`config.mk`:
```
export PLATFORM = sky130hd
export DESIGN_NAME = jtkcpu_busctl
export DESIGN_NICKNAME = d
export VERILOG_FILES = /design/src/rtl/jtkcpu_pkg.sv /design/src/rtl/jtkcpu_cendiv.sv /design/src/rtl/jtkcpu_busctl.sv
export SDC_FILE = /design/constraint.sdc
export NUM_CORES = 1
export LEC_CHECK = 0
export ABC_AREA = 1
export CAP_MARGIN = 20
export CORE_ASPECT_RATIO = 1.1
export CORE_MARGIN = 5
export CORE_UTILIZATION = 32
export DETAILED_ROUTE_END_ITERATION = 10
export GPL_ROUTABILITY_DRIVEN = 0
export PLACE_DENSITY = 0.75
export RECOVER_POWER = 25
export SLEW_MARGIN = 40
export SYNTH_ARGS = -nofsm -noshare
export SYNTH_HDL_FRONTEND = slang
export SYNTH_HIERARCHICAL = 1
export SYNTH_SLANG_ARGS = --single-unit
```
`constraint.sdc`:
```
create_clock -name i_clk -period 1.82 [get_ports i_clk]
set_input_delay 0.364 -clock i_clk [delete_from_list [all_inputs] [get_ports i_clk]]
set_output_delay 0.364 -clock i_clk [all_outputs]
set_load 0.01 [all_outputs]
```
`src/rtl/jtkcpu_pkg.sv`:
```
// Shared definitions for the jtkcpu bus scheduler: ROM fetch FSM encodings and abort data.
package jtkcpu_pkg;

    typedef enum logic {
        ROM_IDLE = 1'b0,
        ROM_WAIT = 1'b1
    } rom_state_t;

    // Value returned to the core when a ROM fetch is abandoned by the watchdog
    localparam logic [7:0] ROM_ABORT_DATA = 8'hFF;

endpackage

```
`src/rtl/jtkcpu_cendiv.sv`:
```
// Fractional clock-enable divider: o_cen pulses at clk*CENNUM/CENDEN using a phase accumulator.
module jtkcpu_cendiv #(
    parameter int CENNUM = 1,
    parameter int CENDEN = 4
)(
    input  logic i_clk,
    input  logic i_rst,
    output logic o_cen
);
    // acc stays below CENDEN, so acc+CENNUM is always below 2*CENDEN
    localparam int AW = $clog2(2 * CENDEN);

    logic [AW-1:0] r_acc;
    logic [AW-1:0] w_sum;
    logic          r_cen;

    assign w_sum = r_acc + AW'(CENNUM);

    always_ff @(posedge i_clk) begin
        if (i_rst) begin
            r_acc <= '0;
            r_cen <= 1'b0;
        end else if (w_sum >= AW'(CENDEN)) begin
            r_acc <= w_sum - AW'(CENDEN);
            r_cen <= 1'b1;
        end else begin
            r_acc <= w_sum;
            r_cen <= 1'b0;
        end
    end

    assign o_cen = r_cen;

endmodule

```
`src/rtl/jtkcpu_busctl.sv`:
```
// Bus scheduler for the jtkcpu core: cen2 generation, ROM wait states, work RAM CPU/DMA arbitration.
// Optional ROM watchdog enabled by defining JTKCPU_BUSCTL_WDOG_EN.
module jtkcpu_busctl
    import jtkcpu_pkg::*;
#(
    parameter int CENNUM = 1,
    parameter int CENDEN = 4,
    parameter int RAMW   = 13,
    parameter int TOUT   = 255
)(
    input  logic            i_clk,
    input  logic            i_rst,
    input  logic [23:0]     i_cpu_addr,
    input  logic            i_cpu_we,
    input  logic [7:0]      i_cpu_dout,
    input  logic            i_rom_cs,
    input  logic            i_ram_cs,
    output logic            o_cen2,
    output logic            o_dtack,
    output logic [7:0]      o_cpu_din,
    output logic [23:0]     o_rom_addr,
    output logic            o_rom_req,
    input  logic            i_rom_ok,
    input  logic [7:0]      i_rom_data,
    input  logic            i_dma_req,
    output logic            o_dma_gnt,
    input  logic [RAMW-1:0] i_dma_addr,
    input  logic            i_dma_we,
    input  logic [7:0]      i_dma_dout,
    output logic [RAMW-1:0] o_ram_addr,
    output logic            o_ram_we,
    output logic [7:0]      o_ram_din,
    input  logic [7:0]      i_ram_q,
    output logic            o_bus_tout,
    output rom_state_t      o_dbg_state
);
    // Handshakes: rom_req is a level held until rom_ok is accepted (ok in the first WAIT cycle is
    // stale and dropped); dma_gnt follows dma_req one clk later unless the CPU holds ram_cs.
    rom_state_t  r_state,    w_state;
    logic [23:0] r_rom_addr, w_rom_addr;
    logic        r_rom_req,  w_rom_req;
    logic        r_rom_vld,  w_rom_vld;
    logic        r_guard,    w_guard;
    logic [7:0]  r_latch,    w_latch;
    logic        r_bus_tout, w_bus_tout;
    logic        r_dma_gnt,  w_dma_gnt;
    logic        w_hit;
    logic        w_cen2;
`ifdef JTKCPU_BUSCTL_WDOG_EN
    localparam logic [7:0] TOUT_V = 8'(TOUT);
    logic [7:0]  r_wcnt, w_wcnt;
    logic [7:0]  w_wcnt_inc;
    assign w_wcnt_inc = r_wcnt + 8'd1;
`endif

    jtkcpu_cendiv #(
        .CENNUM (CENNUM),
        .CENDEN (CENDEN)
    ) u_cendiv (
        .i_clk  (i_clk),
        .i_rst  (i_rst),
        .o_cen  (w_cen2)
    );

    assign w_hit = r_rom_vld && (r_rom_addr == i_cpu_addr);

    always_ff @(posedge i_clk) begin
        if (i_rst) begin
            r_state    <= ROM_IDLE;
            r_rom_addr <= '0;
            r_rom_req  <= 1'b0;
            r_rom_vld  <= 1'b0;
            r_guard    <= 1'b0;
            r_latch    <= '0;
            r_bus_tout <= 1'b0;
            r_dma_gnt  <= 1'b0;
`ifdef JTKCPU_BUSCTL_WDOG_EN
            r_wcnt     <= '0;
`endif
        end else begin
            r_state    <= w_state;
            r_rom_addr <= w_rom_addr;
            r_rom_req  <= w_rom_req;
            r_rom_vld  <= w_rom_vld;
            r_guard    <= w_guard;
            r_latch    <= w_latch;
            r_bus_tout <= w_bus_tout;
            r_dma_gnt  <= w_dma_gnt;
`ifdef JTKCPU_BUSCTL_WDOG_EN
            r_wcnt     <= w_wcnt;
`endif
        end
    end

    always_comb begin
        w_state    = r_state;
        w_rom_addr = r_rom_addr;
        w_rom_req  = r_rom_req;
        w_rom_vld  = r_rom_vld;
        w_guard    = r_guard;
        w_latch    = r_latch;
        w_bus_tout = 1'b0;
`ifdef JTKCPU_BUSCTL_WDOG_EN
        w_wcnt     = r_wcnt;
`endif
        // The CPU always wins a tie; DMA keeps the port for as long as it asks
        w_dma_gnt  = r_dma_gnt ? i_dma_req : (i_dma_req && !i_ram_cs);
        case (r_state)
            ROM_IDLE: begin
                if (i_rom_cs && !w_hit) begin
                    w_rom_addr = i_cpu_addr;
                    w_rom_req  = 1'b1;
                    w_rom_vld  = 1'b0;
                    w_guard    = 1'b1;
                    w_state    = ROM_WAIT;
                end
            end
            ROM_WAIT: begin
                if (i_rom_cs && (i_cpu_addr != r_rom_addr)) begin
                    w_rom_addr = i_cpu_addr;
                    w_guard    = 1'b1;
`ifdef JTKCPU_BUSCTL_WDOG_EN
                    w_wcnt     = '0;
`endif
                end else if (r_guard) begin
                    w_guard = 1'b0;
                end else if (i_rom_ok) begin
                    w_latch   = i_rom_data;
                    w_rom_vld = 1'b1;
                    w_rom_req = 1'b0;
                    w_state   = ROM_IDLE;
`ifdef JTKCPU_BUSCTL_WDOG_EN
                    w_wcnt    = '0;
                end else if (w_wcnt_inc == TOUT_V) begin
                    w_latch    = ROM_ABORT_DATA;
                    w_rom_vld  = 1'b1;
                    w_rom_req  = 1'b0;
                    w_bus_tout = 1'b1;
                    w_wcnt     = '0;
                    w_state    = ROM_IDLE;
                end else begin
                    w_wcnt = w_wcnt_inc;
`endif
                end
            end
            default: w_state = ROM_IDLE;
        endcase
    end

    always_comb begin
        o_dtack    = !(i_rom_cs && !w_hit) && !(i_ram_cs && r_dma_gnt);
        o_cpu_din  = i_rom_cs ? r_latch : i_ram_q;
        o_ram_addr = r_dma_gnt ? i_dma_addr : i_cpu_addr[RAMW-1:0];
        o_ram_din  = r_dma_gnt ? i_dma_dout : i_cpu_dout;
        o_ram_we   = r_dma_gnt ? i_dma_we : (i_cpu_we && i_ram_cs && w_cen2);
    end

    assign o_cen2      = w_cen2;
    assign o_rom_addr  = r_rom_addr;
    assign o_rom_req   = r_rom_req;
    assign o_dma_gnt   = r_dma_gnt;
    assign o_dbg_state = r_state;
`ifdef JTKCPU_BUSCTL_WDOG_EN
    assign o_bus_tout  = r_bus_tout;
`else
    // No watchdog: a fetch only ends on rom_ok, so bus_tout never fires (TOUT < 0 is always false)
    assign o_bus_tout  = r_bus_tout | (TOUT < 0);
`endif

endmodule
```
==> impl_metrics.tcl, run 1 <==
set metrics [dict create \
    status "finished with violations" \
    failed_checks "negative setup slack" \
    final_antenna_net_count 0 \
    pin_count 137 \
    avgSynthCellArea_sq_um 5.91 \
    cts_tree "done" \
    antenna_found_initial 0 \
    utilization_pct 57.5 \
    drv_cap 0 \
    insertion_delay_ns 0.29 \
    finalPower_w 0.00263 \
    num-fill-cells 800 \
    yosysSeqAreaShare_pct 30.4 \
    cp_data_required_time_ns 1.46 \
    drive_gt1_share_pct 17.1 \
    hold_viol_final 0 \
    finalCriticalPeriod_ns 1.98 \
    synth_compound_area_share_pct 12.4 \
    yosysMostFrequentCell "nand2_1" \
    cts_buffers 5 \
    yosysTopAreaCell "dfxtp_1" \
    coreArea_sq_um 8000 \
    cts_buffer_depth 2 \
    setup_viol 30 \
    async_reset_ff_share_pct 0 \
    grt_max_degree 38 \
    place_ws_ns -0.966 \
    synthXorXnorAreaFrac_pct 5.98 \
    portBuffers 135 \
    synth_edf_count 0 \
    diodes 0 \
    dp_cells 724 \
    drcViolationCount 0 \
    power_density_nw_per_um2 573 \
    synth-seq-cells 40 \
    ys_warn_count 6 \
    grt-ovfl-total 0 \
    clk_pin_slew_ns 0.07 \
    cp-start-kind "primary input" \
    synth_area_leaders "dfxtp_1 (30%), nand2_1 (20%), inv_1 (13%), nor2_1 (7.5%), o211ai_1 (6.8%)" \
    timing.final.crit_share_pct 109 \
    syn2layout_area_growth_pct 74.2 \
    holdWs_ns 0.417 \
    grt_pass1_wl_mm 13.5 \
    rsz0062_at_grt "true" \
    final_cells 735 \
    syn_nets 524 \
    worstPathMaxFanout 2 \
    critPathKind "primary input to primary output" \
    synth_ff_type "dfxtp_1" \
    yosysTopAreaCellShare_pct 30.4 \
    synth_cells 446 \
    die_w_um 96.6 \
    worst_ir_drop_vdd_mv 0.293 \
    grt_pass1_vias 3092 \
    grt_usage_pct 16.3 \
    start_util_pct 33.0 \
    synth_top_family_by_area "simple AND/OR/NAND/NOR gates" \
    synthAdderAreaFrac_pct 0.474 \
    fmax_mhz 506 \
    nNetsFinal 704 \
    dr.pass1.iters 4 \
    syn_area_sq_um 2640 \
    synthTopCellsByCount "nand2_1 (141), inv_1 (92), nor2_1 (53), dfxtp_1 (40), o211ai_1 (24)" \
    die_area_sq_um 10200 \
    clock_skew_ns 0.00662 \
    rows 34 \
    cp-end-kind "primary output" \
    holdCritPathClass "flop to flop" \
    cts_root_buf "clkbuf_8" \
    drt_wl_total_mm 8.59 \
    die_h_um 105 \
    final-max-slew-violation-count 0 \
    wl_per_cell_um 11.7 \
    ctsHtreeMaxLevel 2 \
    viasPerCell 4.32 \
    synthDistinctLibCells 25 \
    drt_iter0_markers 109 \
    arrival_ns 1.61 \
    dp_hpwl_mm 6.74 \
    fin_ws_ns -0.156 \
    cts_num_sinks 40 \
    num_vias 3174 \
    muxShareOfSynthArea_pct 0 \
    synth-simple-area-share_pct 31.5 \
    power_leakage_nw 2.42 \
]
## layout make-up
| class | instances | area (sq um) | share of cell area (%) |
|---|---|---|---|
| clock buffer | 6 | 72.6 | 1.58 |
| multi-input combinational | 280 | 1400 | 30.4 |
| clock inverter | 2 | 35.0 | 0.762 |
| sequential | 40 | 812 | 17.7 |
| inverter | 105 | 394 | 8.58 |
| timing repair buffer | 194 | 1750 | 38.1 |
| tap | 108 | 135 | 2.94 |
## worst max-delay path, cell delays in order
cell and delay [ns]:
clkdlybuf4s15_1 0.22, xnor2_2 0.17, nand2_1 0.09, nor2_2 0.12, nand2_2 0.08, nor2_4 0.13, nand2_2 0.08, nand2_4 0.09
nand2_4 0.05, a21oi_2 0.09, buf_2 0.14
## registers in the layout (all words and copies together) (netlist names)
name	count
o_rom_addr	24
r_latch	8
u_cendiv/r_acc	2
o_dbg_state	1
o_dma_gnt	1
o_rom_req	1
r_guard	1
r_rom_vld	1
u_cendiv/o_cen	1
## metal layers
metal / track usage, % / wire length (um) / up-vias
li1: - / - / 1683
met1: 17.5 / 3410 / 1394
met2: 31.4 / 4420 / 92
met3: 3.71 / 681 / 5
met4: 3.91 / 73 / 0
met5: 0 / 0 / -
## layout by cell type (no fill, tap or decap), types with 2 or more instances in the layout
cell,count
clkbuf_1,5
nor2_1,49
dfxtp_2,9
dlygate4sd3_1,4
xnor2_2,4
xnor2_1,10
inv_2,12
nand2_4,2
a21oi_1,10
buf_6,2
clkdlybuf4s50_1,73
nand2_1,137
clkinv_1,3
clkdlybuf4s15_1,2
buf_4,54
nor2_2,4
clkdlybuf4s25_1,3
buf_12,2
inv_1,90
dlymetal6s2s_1,3
o211ai_1,24
clkdlybuf4s15_2,2
dlygate4sd2_1,43
nand3_1,4
nand2_2,3
o21ai_0,13
buf_2,2
dfxtp_1,31
clkbuf_8,5
nand4_1,9
xor2_1,4
## final timing paths
check / startpoint / end / slack [ns] / depth (start not counted)
worst min register to register: u_cendiv/r_acc[0]$_SDFF_PP0_ / u_cendiv/r_acc[0]$_SDFF_PP0_ / 0.42 / 1
worst min-delay path: u_cendiv/r_acc[0]$_SDFF_PP0_ / u_cendiv/r_acc[0]$_SDFF_PP0_ / 0.42 / 1
worst max-delay path: i_cpu_addr[21] / o_dtack / -0.16 / 11
worst max register to register: o_rom_addr[8]$_SDFFE_PP0P_ / o_rom_addr[22]$_SDFFE_PP0P_ / -0.05 / 13
## report_power, final
group | leakage (nW) | total [W] | internal [W] | switching, W
clock | 0.0552 | 0.000707 | 0.000407 | 0.000300
combinational | 2.03 | 0.000939 | 0.000511 | 0.000428
sequential | 0.334 | 0.000988 | 0.000944 | 0.0000440
## per-stage QoR
stage               area, sq um  setup TNS (ns)
floorplan                  2640               0
global placement           4460          -30.29
detailed placement         4460          -32.66
CTS                        4560           -6.17
global route               4600           -6.83
finish                     4600          -0.570
## logic make-up after synthesis
family,Yosys count
AND/OR/NAND/NOR,210
XOR/XNOR,18
AO/OA/AOI/OAI,50
buffers and inverters,126
other,1
adder cells (fa/ha/maj),1
flip-flops,40
## timing repair
| action | CTS | global route |
|---|---|---|
| hold buffers | 0 | 0 |
| setup endpoints to repair | 68 | 47 |
| cloned | 0 | 1 |
| setup buffers | 2 | 0 |
| resized for setup | 82 | 25 |
| pin swaps | 14 | 8 |
No activity file was read; power rests on OpenSTA's default activity.
==> run 2, diff against run 1 <==
MAX_ROUTING_LAYER = met4   (was not set)
==> impl_metrics.tcl, run 2 (synthesis results as in run 1) <==
set metrics [dict create \
    status "finished with violations" \
    failed_checks "negative setup slack" \
    dp_cells 724 \
    dp_hpwl_mm 6.74 \
    fin_ws_ns -0.156 \
    critPathKind "primary input to primary output" \
    finalCriticalPeriod_ns 1.98 \
    die_h_um 105 \
    crit_path_max_incr_delay_ns 0.22 \
    multi_input_area_sq_um 1400 \
    cts_root_buf "clkbuf_8" \
    final-max-slew-violation-count 0 \
    wl_per_cell_um 11.7 \
    critPathTopFamily "simple AND/OR/NAND/NOR gates" \
    fin_area_sq_um 4600 \
    dr.pass1.iters 4 \
    syn2layout_area_growth_pct 74.2 \
    rows 34 \
    power_leakage_nw 2.42 \
    coreArea_sq_um 8000 \
    finalPower_w 0.00263 \
    place_area_sq_um 4460 \
    clock_power_share_pct 26.8 \
    grt_pass1_vias 3086 \
    p_int_w 0.00186 \
    rrSetupSlack_ns -0.05 \
    viasPerCell 4.31 \
    die_w_um 96.6 \
    power_density_nw_per_um2 573 \
    cp-start-kind "primary input" \
    setup_viol 31 \
    num_vias 3171 \
    grt_usage_pct 16.8 \
    combPwrFrac_pct 35.6 \
    rsz0062_at_grt "true" \
    fmax_mhz 506 \
    nNetsFinal 704 \
    worstPathMaxFanout 2 \
    drv_cap 0 \
    drt_iter0_markers 98 \
    die_area_sq_um 10200 \
    cts_tree "done" \
    drive_gt1_share_pct 17.1 \
    drcViolationCount 0 \
    diodes 0 \
    area.sequential_sq_um 812 \
    antenna_found_initial 0 \
    holdCritPathClass "flop to flop" \
    timing.final.crit_share_pct 109 \
    cts_num_sinks 40 \
    portBuffers 135 \
    holdWs_ns 0.417 \
    worst_ir_drop_vdd_mv 0.293 \
    grt-ovfl-total 0 \
    clk_pin_slew_ns 0.07 \
    start_util_pct 33.0 \
    ctsHtreeMaxLevel 2 \
    cp_data_required_time_ns 1.46 \
    hold_viol_final 0 \
    grt_pass1_wl_mm 13.5 \
    utilization_pct 57.5 \
    drt_wl_total_mm 8.57 \
    final_cells 735 \
    path_cells "clkdlybuf4s15_1 > xnor2_2 > nand2_1 > nor2_2 > nand2_2 > nor2_4 > nand2_2 > nand2_4 > nand2_4 > a21oi_2 > buf_2" \
    clock_skew_ns 0.00672 \
    cts_buffers 5 \
    cts_buffer_depth 2 \
    cp_slowest_cell "clkdlybuf4s15_1" \
    final_cell_mix "nand2_1 (137), inv_1 (90), clkdlybuf4s50_1 (73), buf_4 (54), nor2_1 (49)" \
    crit_buf_inv 2 \
    cp-end-kind "primary output" \
    switching_share_pct 29.3 \
    num-fill-cells 800 \
    p_sw_w 0.000772 \
    arrival_ns 1.61 \
    pin_count 137 \
    power_frac_seq_pct 37.5 \
    largest_register_ffs 24 \
    final_antenna_net_count 0 \
    final_common_cell "nand2_1" \
    insertion_delay_ns 0.29 \
    grt_max_degree 38 \
]
## run 2: cell type report
| type | instances | area share (%) |
|---|---|---|
| tap | 108 | 2.94 |
| inverter | 105 | 8.58 |
| sequential | 40 | 17.7 |
| clock inverter | 2 | 0.762 |
| multi-input combinational | 280 | 30.4 |
| timing repair buffer | 194 | 38.1 |
| clock buffer | 6 | 1.58 |
## run 2: worst paths after layout
kind / from / end / depth (start not counted)
setup reg to reg: o_rom_addr[21]$_SDFFE_PP0P_ / o_rom_addr[22]$_SDFFE_PP0P_ / 13
hold / removal: u_cendiv/r_acc[0]$_SDFF_PP0_ / u_cendiv/r_acc[0]$_SDFF_PP0_ / 1
setup / recovery: i_cpu_addr[21] / o_dtack / 11
hold reg to reg: u_cendiv/r_acc[0]$_SDFF_PP0_ / u_cendiv/r_acc[0]$_SDFF_PP0_ / 1
## run 2: metal layers
layer	vias up	routed length, um	part of all wire (%)	GRT usage [%]
met1	1391	3430	40	17.7
li1	1683	-	-	-
met4	0	72	0.84	3.91
met3	5	658	7.7	3.42
met2	92	4410	51	31.4
met5	-	0	0	-
## run 2: timing repair
action                                  CTS  global route
buffers inserted                          2             0
pin swaps                                14             8
hold buffers                              0             0
endpoints found under the setup margin   68            47
resized for setup                        82            25
gates cloned                              0             1
## run 2: per-stage QoR
stage	setup slack [ns]	TNS [ns]
4_1_cts	-0.224	-6.17
3_3_place_gp	-0.921	-30.29
6_report	-0.156	-0.582
5_1_grt	-0.310	-6.83
3_5_place_dp	-0.966	-32.66
2_1_floorplan	0.147	0
## run 2: power by group through the flow
stage                     Clock (W)  Combinational (W)  Sequential, W
after floorplan                   0           0.000383        0.00103
after global placement            0           0.000969        0.00100
after detailed placement          0           0.000986        0.00100
after CTS                  0.000733           0.000947       0.000986
after global routing       0.000776            0.00104       0.000997
final                      0.000707           0.000939       0.000988
==> run 3, diff against run 2 <==
PLACE_DENSITY = 0.76   (was 0.75)
SYNTH_HIERARCHICAL = not set   (was 1)
==> impl_metrics.tcl, run 3 <==
set metrics [dict create \
    antenna_found_initial 0 \
    final-max-slew-violation-count 0 \
    final_antenna_net_count 0 \
    diodes 0 \
    reg2reg_from "o_rom_addr[18]$_SDFFE_PP0P_" \
    dp_cells 746 \
    reg2reg_to "o_rom_addr[17]$_SDFFE_PP0P_" \
    reg2reg_depth 14 \
    grt_pass1_wl_mm 13.2 \
    synthDistinctLibCells 21 \
    ctsHtreeMaxLevel 2 \
    syn_area_sq_um 2510 \
    rsz0062_at_grt "true" \
    final_common_cell "nand2_1" \
    clk_pin_slew_ns 0.08 \
    critPathKind "flop to primary output" \
    hold_viol_final 0 \
    wl_per_cell_um 11.9 \
    worstPathMaxFanout 3 \
    synth-seq-cells 40 \
    crit_path_max_incr_delay_ns 0.34 \
    yosysMostFrequentCell "nand2_1" \
    worst_pin_slew_ns 0.530 \
    final_cell_mix "nand2_1 (203), nor2_1 (91), buf_4 (83), clkdlybuf4s50_1 (70), inv_1 (63)" \
    power_density_nw_per_um2 569 \
    start_util_pct 32.3 \
    async_reset_ff_share_pct 0 \
    viasPerCell 4.27 \
    dr.pass1.iters 5 \
    drv_cap 0 \
    cts_buffer_depth 2 \
    synthTopCellsByCount "nand2_1 (209), nor2_1 (96), inv_1 (67), dfxtp_1 (40), o21ai_0 (14)" \
    drt_wl_total_mm 9.54 \
    area.sequential_sq_um 818 \
    utilization_pct 63.8 \
    cts_tree "done" \
    dp_hpwl_mm 6.41 \
    synth_cells 470 \
    grt_max_degree 29 \
    yosysTopAreaCellShare_pct 31.9 \
    coreArea_sq_um 7780 \
    yosysTopAreaCell "dfxtp_1" \
    slew_headroom_pct 64.7 \
    holdCritPathClass "flop to flop" \
    grt_pass1_vias 3125 \
    syn_nets 548 \
    die_h_um 103 \
    num-fill-cells 711 \
    arrival_ns 1.63 \
    num_vias 3431 \
    synth_area_leaders "dfxtp_1 (32%), nand2_1 (31%), nor2_1 (14%), inv_1 (10%), o21ai_0 (2.8%)" \
    yosysSeqAreaShare_pct 31.9 \
    worst_ir_drop_vdd_mv 0.303 \
    critPathTopFamily "simple AND/OR/NAND/NOR gates" \
    hp-start "u_cendiv.r_acc[0]$_SDFF_PP0_" \
    portBuffers 135 \
    cp_common_cell "nand2_1" \
    cp-end-kind "primary output" \
    grt-ovfl-total 0 \
    finalCriticalPeriod_ns 1.99 \
    failed_checks "negative setup slack" \
    ys_warn_count 0 \
    crit_buf_inv 2 \
    avgSynthCellArea_sq_um 5.35 \
    place_ws_ns -0.892 \
    hold_buffers 0 \
    cts_root_buf "clkbuf_8" \
    path_cells "inv_1 > nand2_1 > nand2_1 > nor2_2 > nand2_1 > nor2_2 > nand3_1 > nand2_2 > nand2_2 > a21oi_2 > buf_2" \
    synth_edf_count 0 \
    cp_slowest_cell "dfxtp_2" \
    finalPower_w 0.00283 \
    multi_input_area_sq_um 1430 \
    final_cells 804 \
    die_area_sq_um 9730 \
    cts_num_sinks 40 \
    drive_gt1_share_pct 22.0 \
    syn2layout_area_growth_pct 97.7 \
    timing.final.crit_share_pct 110 \
    status "finished with violations" \
    grt_usage_pct 17.5 \
    cts_buffers 5 \
    nNetsFinal 773 \
    setup_viol 1 \
    hold_path_depth 1 \
    insertion_delay_ns 0.30 \
    cp-start-kind "flop" \
    power_leakage_nw 2.70 \
    rrSetupSlack_ns 0.02 \
    clock_skew_ns 0.00673 \
    holdPathEnd "u_cendiv.r_acc[0]$_SDFF_PP0_" \
    largest_register_ffs 24 \
    die_w_um 94.5 \
    cp_data_required_time_ns 1.46 \
    synth_ff_type "dfxtp_1" \
    pin_count 137 \
    rows 34 \
    drt_iter0_markers 113 \
    drcViolationCount 0 \
    fmax_mhz 502 \
    fin_ws_ns -0.173 \
]
run 3: cell types whose count changed in the layout (fill, tap and decap cells not counted), sizes merged, moves of 7 or more:
cell and delta:
nor2 +42, nand2 +68, buf +33, inv -30, nand4 -9, o211ai -24, dlygate4sd2 +7, xnor2 -13
run 3: worst max-delay path by stage:
| stage | start | end | slack [ns] | cells past startpoint |
|---|---|---|---|---|
| CTS | o_rom_addr[21]$_SDFFE_PP0P_ | o_dtack | -0.16 | 11 |
| finish | o_rom_addr[18]$_SDFFE_PP0P_ | o_dtack | -0.17 | 11 |
| floorplan | o_rom_addr[9]$_SDFFE_PP0P_ | o_dtack | 0.21 | 10 |
| global placement | i_cpu_addr[19] | o_dtack | -0.87 | 12 |
| detailed placement | i_cpu_addr[19] | o_dtack | -0.89 | 12 |
| global route | o_rom_addr[18]$_SDFFE_PP0P_ | o_dtack | -0.29 | 11 |
run 3: kinds of logic (layout without fill, tap and decap cells):
group	count (synthesis)	count (layout)	share of synthesized area, %
fa+ha+maj	1	1	0.498
flops	40	40	31.9
xor+xnor	1	1	0.348
compound gates	27	28	5.72
buf+inv	90	315	14.6
simple gates	310	310	46.8
other cells	1	1	0.149
run 3: stage by stage:
step,hold slack [ns],TNS (ns),instance area (sq um)
6_report,0.442,-0.173,4970
5_1_grt,0.464,-3.31,4970
4_1_cts,0.428,-0.163,4810
3_5_place_dp,0.416,-21.57,4350
3_3_place_gp,0.407,-20.11,4350
2_1_floorplan,0.395,0,2510
run 3: layer usage:
layer  up-vias  global-route usage (%)  share of wire (%)
met2       113                    32.2                 52
met4         0                    5.44                1.7
met5         -                       -                  0
met3        15                    2.92                6.2
met1      1482                    19.1                 40
li1       1821                       -                  -
run 3: layout make-up:
cell class	instances	share of cell area (%)
Clock buffer	7	1.94
Clock inverter	1	0.604
Sequential cell	40	16.5
Inverter	74	5.59
Timing Repair Buffer	233	44.0
Multi-Input combinational cell	341	28.7
Tap cell	108	2.72
run 3: what timing repair did:
| action | in CTS | in global routing |
|---|---|---|
| endpoints found under the hold margin | 0 | 0 |
| cloned | 1 | 8 |
| pin swaps | 25 | 13 |
| resized for setup | 88 | 21 |
| buffers inserted | 48 | 2 |
| endpoints found under the setup margin | 67 | 36 |
run 3: worst register-to-register path, stage by stage (launching register included):
cell     delay, ns
dfxtp_2       0.34
inv_1         0.04
nand2_1       0.05
nand2_1       0.07
nor2_2        0.12
nand2_1       0.07
nor2_2        0.16
nand3_1       0.11
nand2_2       0.08
buf_4         0.16
o21ai_4       0.13
buf_12        0.17
nand2_1       0.07
nand2_1       0.07
nor2_1        0.10
run 3: report_power, final:
group	leakage (nW)	switching, W	internal [W]
Clock	0.0645	0.000330	0.000484
Sequential	0.335	0.0000501	0.000944
Combinational	2.30	0.000446	0.000571
Total	2.70	0.000826	0.00200
